**src/rtl/tm1638_spi_frame.sv**
```systemverilog
// TM1638 serial master: multi-word frames under one STB assertion, LSB-first,
// with read words sampled from a bidirectional DIO.
module tm1638_spi_frame #(
    parameter int CYCLES     = 4,
    parameter int DATA_WIDTH = 8,
    parameter int STB_GAP    = 2,
    parameter int READ_WAIT  = 2
) (
    input  logic                  i_Clk,
    input  logic                  i_Rst,
    input  logic                  i_Valid,
    output logic                  o_Ready,
    input  logic [DATA_WIDTH-1:0] i_Data,
    input  logic                  i_Last,
    input  logic                  i_Read,
    output logic                  o_Rd_Valid,
    output logic [DATA_WIDTH-1:0] o_Rd_Data,
    output logic                  o_Busy,
    output logic                  o_SPI_Stb,
    output logic                  o_SPI_Clk,
    output logic                  o_SPI_Dio_Out,
    output logic                  o_SPI_Dio_Oe,
    input  logic                  i_SPI_Dio,
    output logic [2:0]            o_Diag_State
);
    localparam int BW     = (DATA_WIDTH > 1) ? $clog2(DATA_WIDTH) : 1;
    localparam int MAX_HP = (READ_WAIT > STB_GAP) ? READ_WAIT : STB_GAP;
    localparam int TW     = $clog2(CYCLES * MAX_HP + 1);

    localparam logic [TW-1:0] T_HP   = TW'(CYCLES - 1);
    localparam logic [TW-1:0] T_WAIT = TW'(CYCLES * READ_WAIT - 1);
    localparam logic [TW-1:0] T_GAP  = TW'(CYCLES * STB_GAP - 1);
    localparam logic [BW-1:0] LAST_BIT = BW'(DATA_WIDTH - 1);

    typedef enum logic [2:0] {
        S_IDLE  = 3'd0,
        S_SETUP = 3'd1,
        S_LOW   = 3'd2,
        S_HIGH  = 3'd3,
        S_HOLD  = 3'd4,
        S_WAIT  = 3'd5,
        S_STOP  = 3'd6,
        S_GAP   = 3'd7
    } state_t;

    state_t                  state, state_nx;
    logic [TW-1:0]           timer, timer_nx, t_end;
    logic [BW-1:0]           bit_q, bit_nx;
    logic [DATA_WIDTH-1:0]   data_q, data_nx, rd_shift, rd_shift_nx, rd_data_nx;
    logic                    last_q, last_nx, read_q, read_nx;
    logic                    rd_valid_nx, hp_done;
    logic                    stb_d, clk_d, dout_d, oe_d;

    assign o_Ready      = (state == S_IDLE) || (state == S_HOLD);
    assign o_Busy       = (state != S_IDLE);
    assign o_Diag_State = state;

    always_comb begin
        state_nx    = state;
        bit_nx      = bit_q;
        data_nx     = data_q;
        last_nx     = last_q;
        read_nx     = read_q;
        rd_shift_nx = rd_shift;
        rd_data_nx  = o_Rd_Data;
        rd_valid_nx = 1'b0;

        case (state)
            S_WAIT:  t_end = T_WAIT;
            S_GAP:   t_end = T_GAP;
            default: t_end = T_HP;
        endcase
        hp_done = (timer == t_end);

        case (state)
            S_IDLE, S_HOLD: begin
                if (i_Valid) begin
                    data_nx = i_Data;
                    last_nx = i_Last;
                    read_nx = i_Read;
                    bit_nx  = '0;
                    // Inside an open frame STB is already low, so SETUP is skipped.
                    if (state == S_IDLE) state_nx = S_SETUP;
                    else                 state_nx = i_Read ? S_WAIT : S_LOW;
                end
            end
            S_SETUP: if (hp_done) state_nx = read_q ? S_WAIT : S_LOW;
            S_WAIT:  if (hp_done) state_nx = S_LOW;
            S_LOW: begin
                if (hp_done) begin
                    state_nx = S_HIGH;
                    if (read_q) rd_shift_nx[bit_q] = i_SPI_Dio;
                end
            end
            S_HIGH: begin
                if (hp_done) begin
                    if (bit_q != LAST_BIT) begin
                        bit_nx   = bit_q + 1'b1;
                        state_nx = S_LOW;
                    end else begin
                        if (read_q) begin
                            rd_valid_nx = 1'b1;
                            rd_data_nx  = rd_shift_nx;
                        end
                        state_nx = last_q ? S_STOP : S_HOLD;
                    end
                end
            end
            S_STOP:  if (hp_done) state_nx = S_GAP;
            S_GAP:   if (hp_done) state_nx = S_IDLE;
            default: state_nx = S_IDLE;
        endcase

        timer_nx = (state_nx != state || state == S_IDLE || state == S_HOLD)
                   ? '0 : timer + 1'b1;

        // Pins are decoded from the next state so they change on the state-entry edge.
        stb_d  = 1'b1;
        clk_d  = 1'b1;
        dout_d = 1'b1;
        oe_d   = 1'b1;
        case (state_nx)
            S_SETUP, S_HOLD, S_STOP: stb_d = 1'b0;
            S_WAIT: begin
                stb_d = 1'b0;
                oe_d  = 1'b0;
            end
            S_LOW, S_HIGH: begin
                stb_d = 1'b0;
                clk_d = (state_nx == S_HIGH);
                oe_d  = ~read_nx;
                if (!read_nx) dout_d = data_nx[bit_nx];
            end
            default: ;
        endcase
    end

    always_ff @(posedge i_Clk or posedge i_Rst) begin
        if (i_Rst) begin
            state         <= S_IDLE;
            timer         <= '0;
            bit_q         <= '0;
            data_q        <= '0;
            last_q        <= 1'b0;
            read_q        <= 1'b0;
            rd_shift      <= '0;
            o_Rd_Data     <= '0;
            o_Rd_Valid    <= 1'b0;
            o_SPI_Stb     <= 1'b1;
            o_SPI_Clk     <= 1'b1;
            o_SPI_Dio_Out <= 1'b1;
            o_SPI_Dio_Oe  <= 1'b1;
        end else begin
            state         <= state_nx;
            timer         <= timer_nx;
            bit_q         <= bit_nx;
            data_q        <= data_nx;
            last_q        <= last_nx;
            read_q        <= read_nx;
            rd_shift      <= rd_shift_nx;
            o_Rd_Data     <= rd_data_nx;
            o_Rd_Valid    <= rd_valid_nx;
            o_SPI_Stb     <= stb_d;
            o_SPI_Clk     <= clk_d;
            o_SPI_Dio_Out <= dout_d;
            o_SPI_Dio_Oe  <= oe_d;
        end
    end
endmodule

```
**config.mk**
```make
export PLATFORM = sky130hd
export DESIGN_NAME = tm1638_spi_frame
export DESIGN_NICKNAME = d
export VERILOG_FILES = /design/src/rtl/tm1638_spi_frame.sv
export SDC_FILE = /design/constraint.sdc
export NUM_CORES = 1
export LEC_CHECK = 0
export BUFFER_PORTS_ARGS = -buffer_cell sky130_fd_sc_hd__clkbuf_2
export CORE_MARGIN = 2
export CORE_UTILIZATION = 50
export CTS_CLUSTER_SIZE = 25
export DETAILED_ROUTE_END_ITERATION = 12
export GPL_ROUTABILITY_DRIVEN = 0
export PLACE_DENSITY = 0.75
export SLEW_MARGIN = 0
export SYNTH_ARGS = -nofsm -noshare
export SYNTH_HDL_FRONTEND = slang
export SYNTH_SLANG_ARGS = --single-unit
```
**constraint.sdc**
```tcl
create_clock -name i_Clk -period 2.04 [get_ports i_Clk]
set_clock_uncertainty 0.15 [all_clocks]
set_input_delay 0.102 -clock i_Clk [delete_from_list [all_inputs] [get_ports i_Clk]]
set_output_delay 0.102 -clock i_Clk [all_outputs]
set_load 0.02 [all_outputs]
```
==> impl_results.md <==
* Synth top cells by count: 37 x dfrtp_1, 23 x mux2_2, 18 x nand2_1, 14 x nor2_1, 8 x mux2i_1
* Static Leakage at 1.277 nW
* Top-area cell type share of the netlist area at 47.77%
* Vias in the first global route at 1422
* H-tree Lvls at 2
* Crit Reg-Reg Endpoint: o_SPI_Dio_Out
* Residual DRC at 0
* Rel. slew slack at 67.31%
* FF-to-FF Start: timer[0]
* Mapped Cells at 167
* Final hold violations at 0
* Post-synth top area cell: dfrtp_1
* Highest Clock Rate at 465.7 MHz
* Critical path cell sequence: ha_2 > nand3b_1 > nand4bb_4 > mux2i_4 > mux2_4 > o2bb2ai_2 > a211o_1
* Synth-to-Final Area Change at 35.57%
* Die height at 66.26 um
* Critical path start-end classification: register to register
* WHS at 0.01734 ns
* WL final at 3865 um
* CTS buffer count at 5
* MaxCap Viol Count at 0
* Post-synth EDFFs at 0
* Setup ws final at -0.1075 ns
* Worst Setup End Kind: register
* Std cell rows at 22
* Initial Util at 52.54%
* Unrepaired setup endpoints after global routing: true
* Sequential-to-total area share from yosys stat at 53.20%
* All-layer global routing usage at 19.01%
* Register bit total from synthesis at 41
* Reg clk slew, reported paths at 0.07 ns
* Launch point of the worst hold path: i_SPI_Dio
* Min-delay worst type: input port to register
* Largest net degree at the start of global routing at 42
* Post-detail-place hpwl at 2711 um
* Largest cells by area after synthesis: dfrtp_1 48%, mux2_2 13%, dfstp_2 5.4%
* Setup violations, final at 4
* Slew Limit Fails at 0
* R2R Setup Slk at -0.11 ns
* Worst slack at placement at -0.1526 ns
* Status: finished, violations left
* First drt pass iteration count at 4
* CP Data Required Time at 2.11 ns
* Clock tree sinks at 41
* Die area at 4390 um2
* Nets at 251
* Num ports at 32
* Core area at 3689 um2
* Final Power at 3.370 mW
* Peak supply drop at 0.8450 mV
* TritonCTS clock tree: built
* Hold Path End: rd_shift[6]
* Clock latency on the worst-skew pair at 0.29 ns
* DR WL/cell at 13.61 um
* Final Cycle Share at 105.3%
* Syn avg cell area at 11.61 um2
* Overflow after GRT at 0
* Slowest stage cell on the critical path: dfrtp_1
* Period minus WS final at 2.148 ns
* PD cells at 1282 nW/um2
* Top FF cell, synth: dfrtp_1
* Worst Path Arrival at 2.22 ns
* Worst-Margin Slew at 0.4904 ns
* Max stage delay on crit path at 0.39 ns
* Initial antenna violation count at 0
* Yosys cell types at 40
* Via count at 1473
* Yosys Warn Count at 0
* Most common cell in the netlist: dfrtp_1
* Synthesized cell area at 1938 um2
* Buffers added on ports at 31
* Violated checks: setup timing
* CP Launch Type: register
* Share of layout cells above drive strength 1 at 49.15%
* Worst reg-to-reg path cell count at 7
* Worst Hold Path Cells at 2
* Post-route cell area at 2628 um2
* Vias per Instance at 5.187
* Routed Antenna Nets at 0
* FFs w/ async S/R, synth at 100.0%
* Antenna cells at 0
* Initial DRC count at 51
* Die X at 66.26 um
* Filler Cell Count at 271
* Worst-path maximum fanout at 4
* Synth Net Count at 183
* Max Root-Sink Buffers at 2
* CTS root buffer: clkbuf_8
* First-pass GRT wire length at 6196 um
* Placed cell area at 2335 um2
==> worst max path at each step <==
stage / from / to / slack (ns) / depth (start not counted)
4_1_cts: timer[1] / o_SPI_Dio_Out / -0.08 / 7
3_5_place_dp: timer[2] / o_SPI_Stb / -0.15 / 6
5_1_grt: timer[0] / o_SPI_Dio_Out / -0.16 / 7
3_3_place_gp: timer[0] / o_SPI_Dio_Out / -0.04 / 7
6_report: timer[0] / o_SPI_Dio_Out / -0.11 / 7
2_1_floorplan: o_Diag_State[1] / o_SPI_Dio_Out / -0.07 / 6
==> where the power goes <==
| part | internal, mW | total, mW | switching, mW |
|---|---|---|---|
| clock | 0.237 | 0.495 | 0.259 |
| combinational | 0.799 | 1.55 | 0.752 |
| sequential | 1.12 | 1.32 | 0.205 |
==> kinds of logic (layout without fill, tap and decap cells) <==
family | count (synthesis) | count (layout) | share of synthesized area, %
buffers and inverters | 13 | 82 | 3.292
flip-flops | 41 | 41 | 53.20
XOR/XNOR | 4 | 4 | 1.808
multiplexers | 33 | 33 | 18.98
AO/OA/AOI/OAI | 17 | 17 | 6.134
AND/OR/NAND/NOR | 57 | 57 | 15.30
adder cells (fa/ha/maj) | 2 | 2 | 1.291
==> routing by layer <==
metal  global-route usage [%]  vias up  part of all wire (%)
li1                         -      711                     -
met1                    22.13      732                    43
met2                    33.38       25                    52
met3                    5.111        5                   3.0
met4                    6.888        0                   1.5
met5                        0        -                     0
==> critical path: cells and delay by family, from the launching register on <==
kind	cells	cell delay [ns]
AO/OA/AOI/OAI	2	0.33
AND/OR/NAND/NOR	2	0.38
adder cells (fa/ha/maj)	1	0.21
flip-flops	1	0.39
multiplexers	2	0.62
==> final cells by class <==
type	count	area [um2]	share of cell area, %
clock buffer	6	72.57	2.762
sequential	41	1036	39.43
inverter	5	18.77	0.7143
tap	48	60.06	2.286
clock inverter	2	10.01	0.3810
timing repair buffer	69	496.7	18.90
multi-input combinational	113	933.4	35.52
==> per-stage QoR <==
| stage | util, % | setup TNS, ns | std cells |
|---|---|---|---|
| 6_report | 71.23 | -0.2037 | 284 |
| 5_1_grt | 71.23 | -0.8543 | 284 |
| 4_1_cts | 69.40 | -0.2254 | 280 |
| 3_5_place_dp | 63.30 | -0.3650 | 259 |
| 3_3_place_gp | 63.30 | -0.1068 | 259 |
| 2_1_floorplan | - | -0.1768 | 167 |
==> cell usage in the layout, fill, tap and decap left out, types with 5 or more instances in the layout <==
cell / netlist / final
buf_4: 0 / 24
clkbuf_8: 0 / 5
inv_1: 5 / 5
nor2_1: 14 / 13
mux2_2: 23 / 22
dfrtp_1: 37 / 33
mux2i_1: 8 / 7
nand2_1: 18 / 18
dlygate4sd3_1: 0 / 11
clkbuf_2: 0 / 31
==> state kept, by name, summed over array words and instances (netlist names) <==
signal,cells
o_Diag_State,3
o_Rd_Data,8
bit_q,3
o_SPI_Clk,1
o_SPI_Stb,1
last_q,1
timer,4
data_q,8
read_q,1
rd_shift,8
o_SPI_Dio_Oe,1
o_Rd_Valid,1
o_SPI_Dio_Out,1
==> what timing repair did <==
action / in CTS / in global routing
endpoints found under the setup margin: 5 / 19
setup buffers: 2 / 4
hold buffers: 11 / 0
pin swaps: 5 / 9
hold endpoints to repair: 47 / 0
gates resized for setup: 4 / 9
Note: power is estimated with default switching activity, not from simulation.
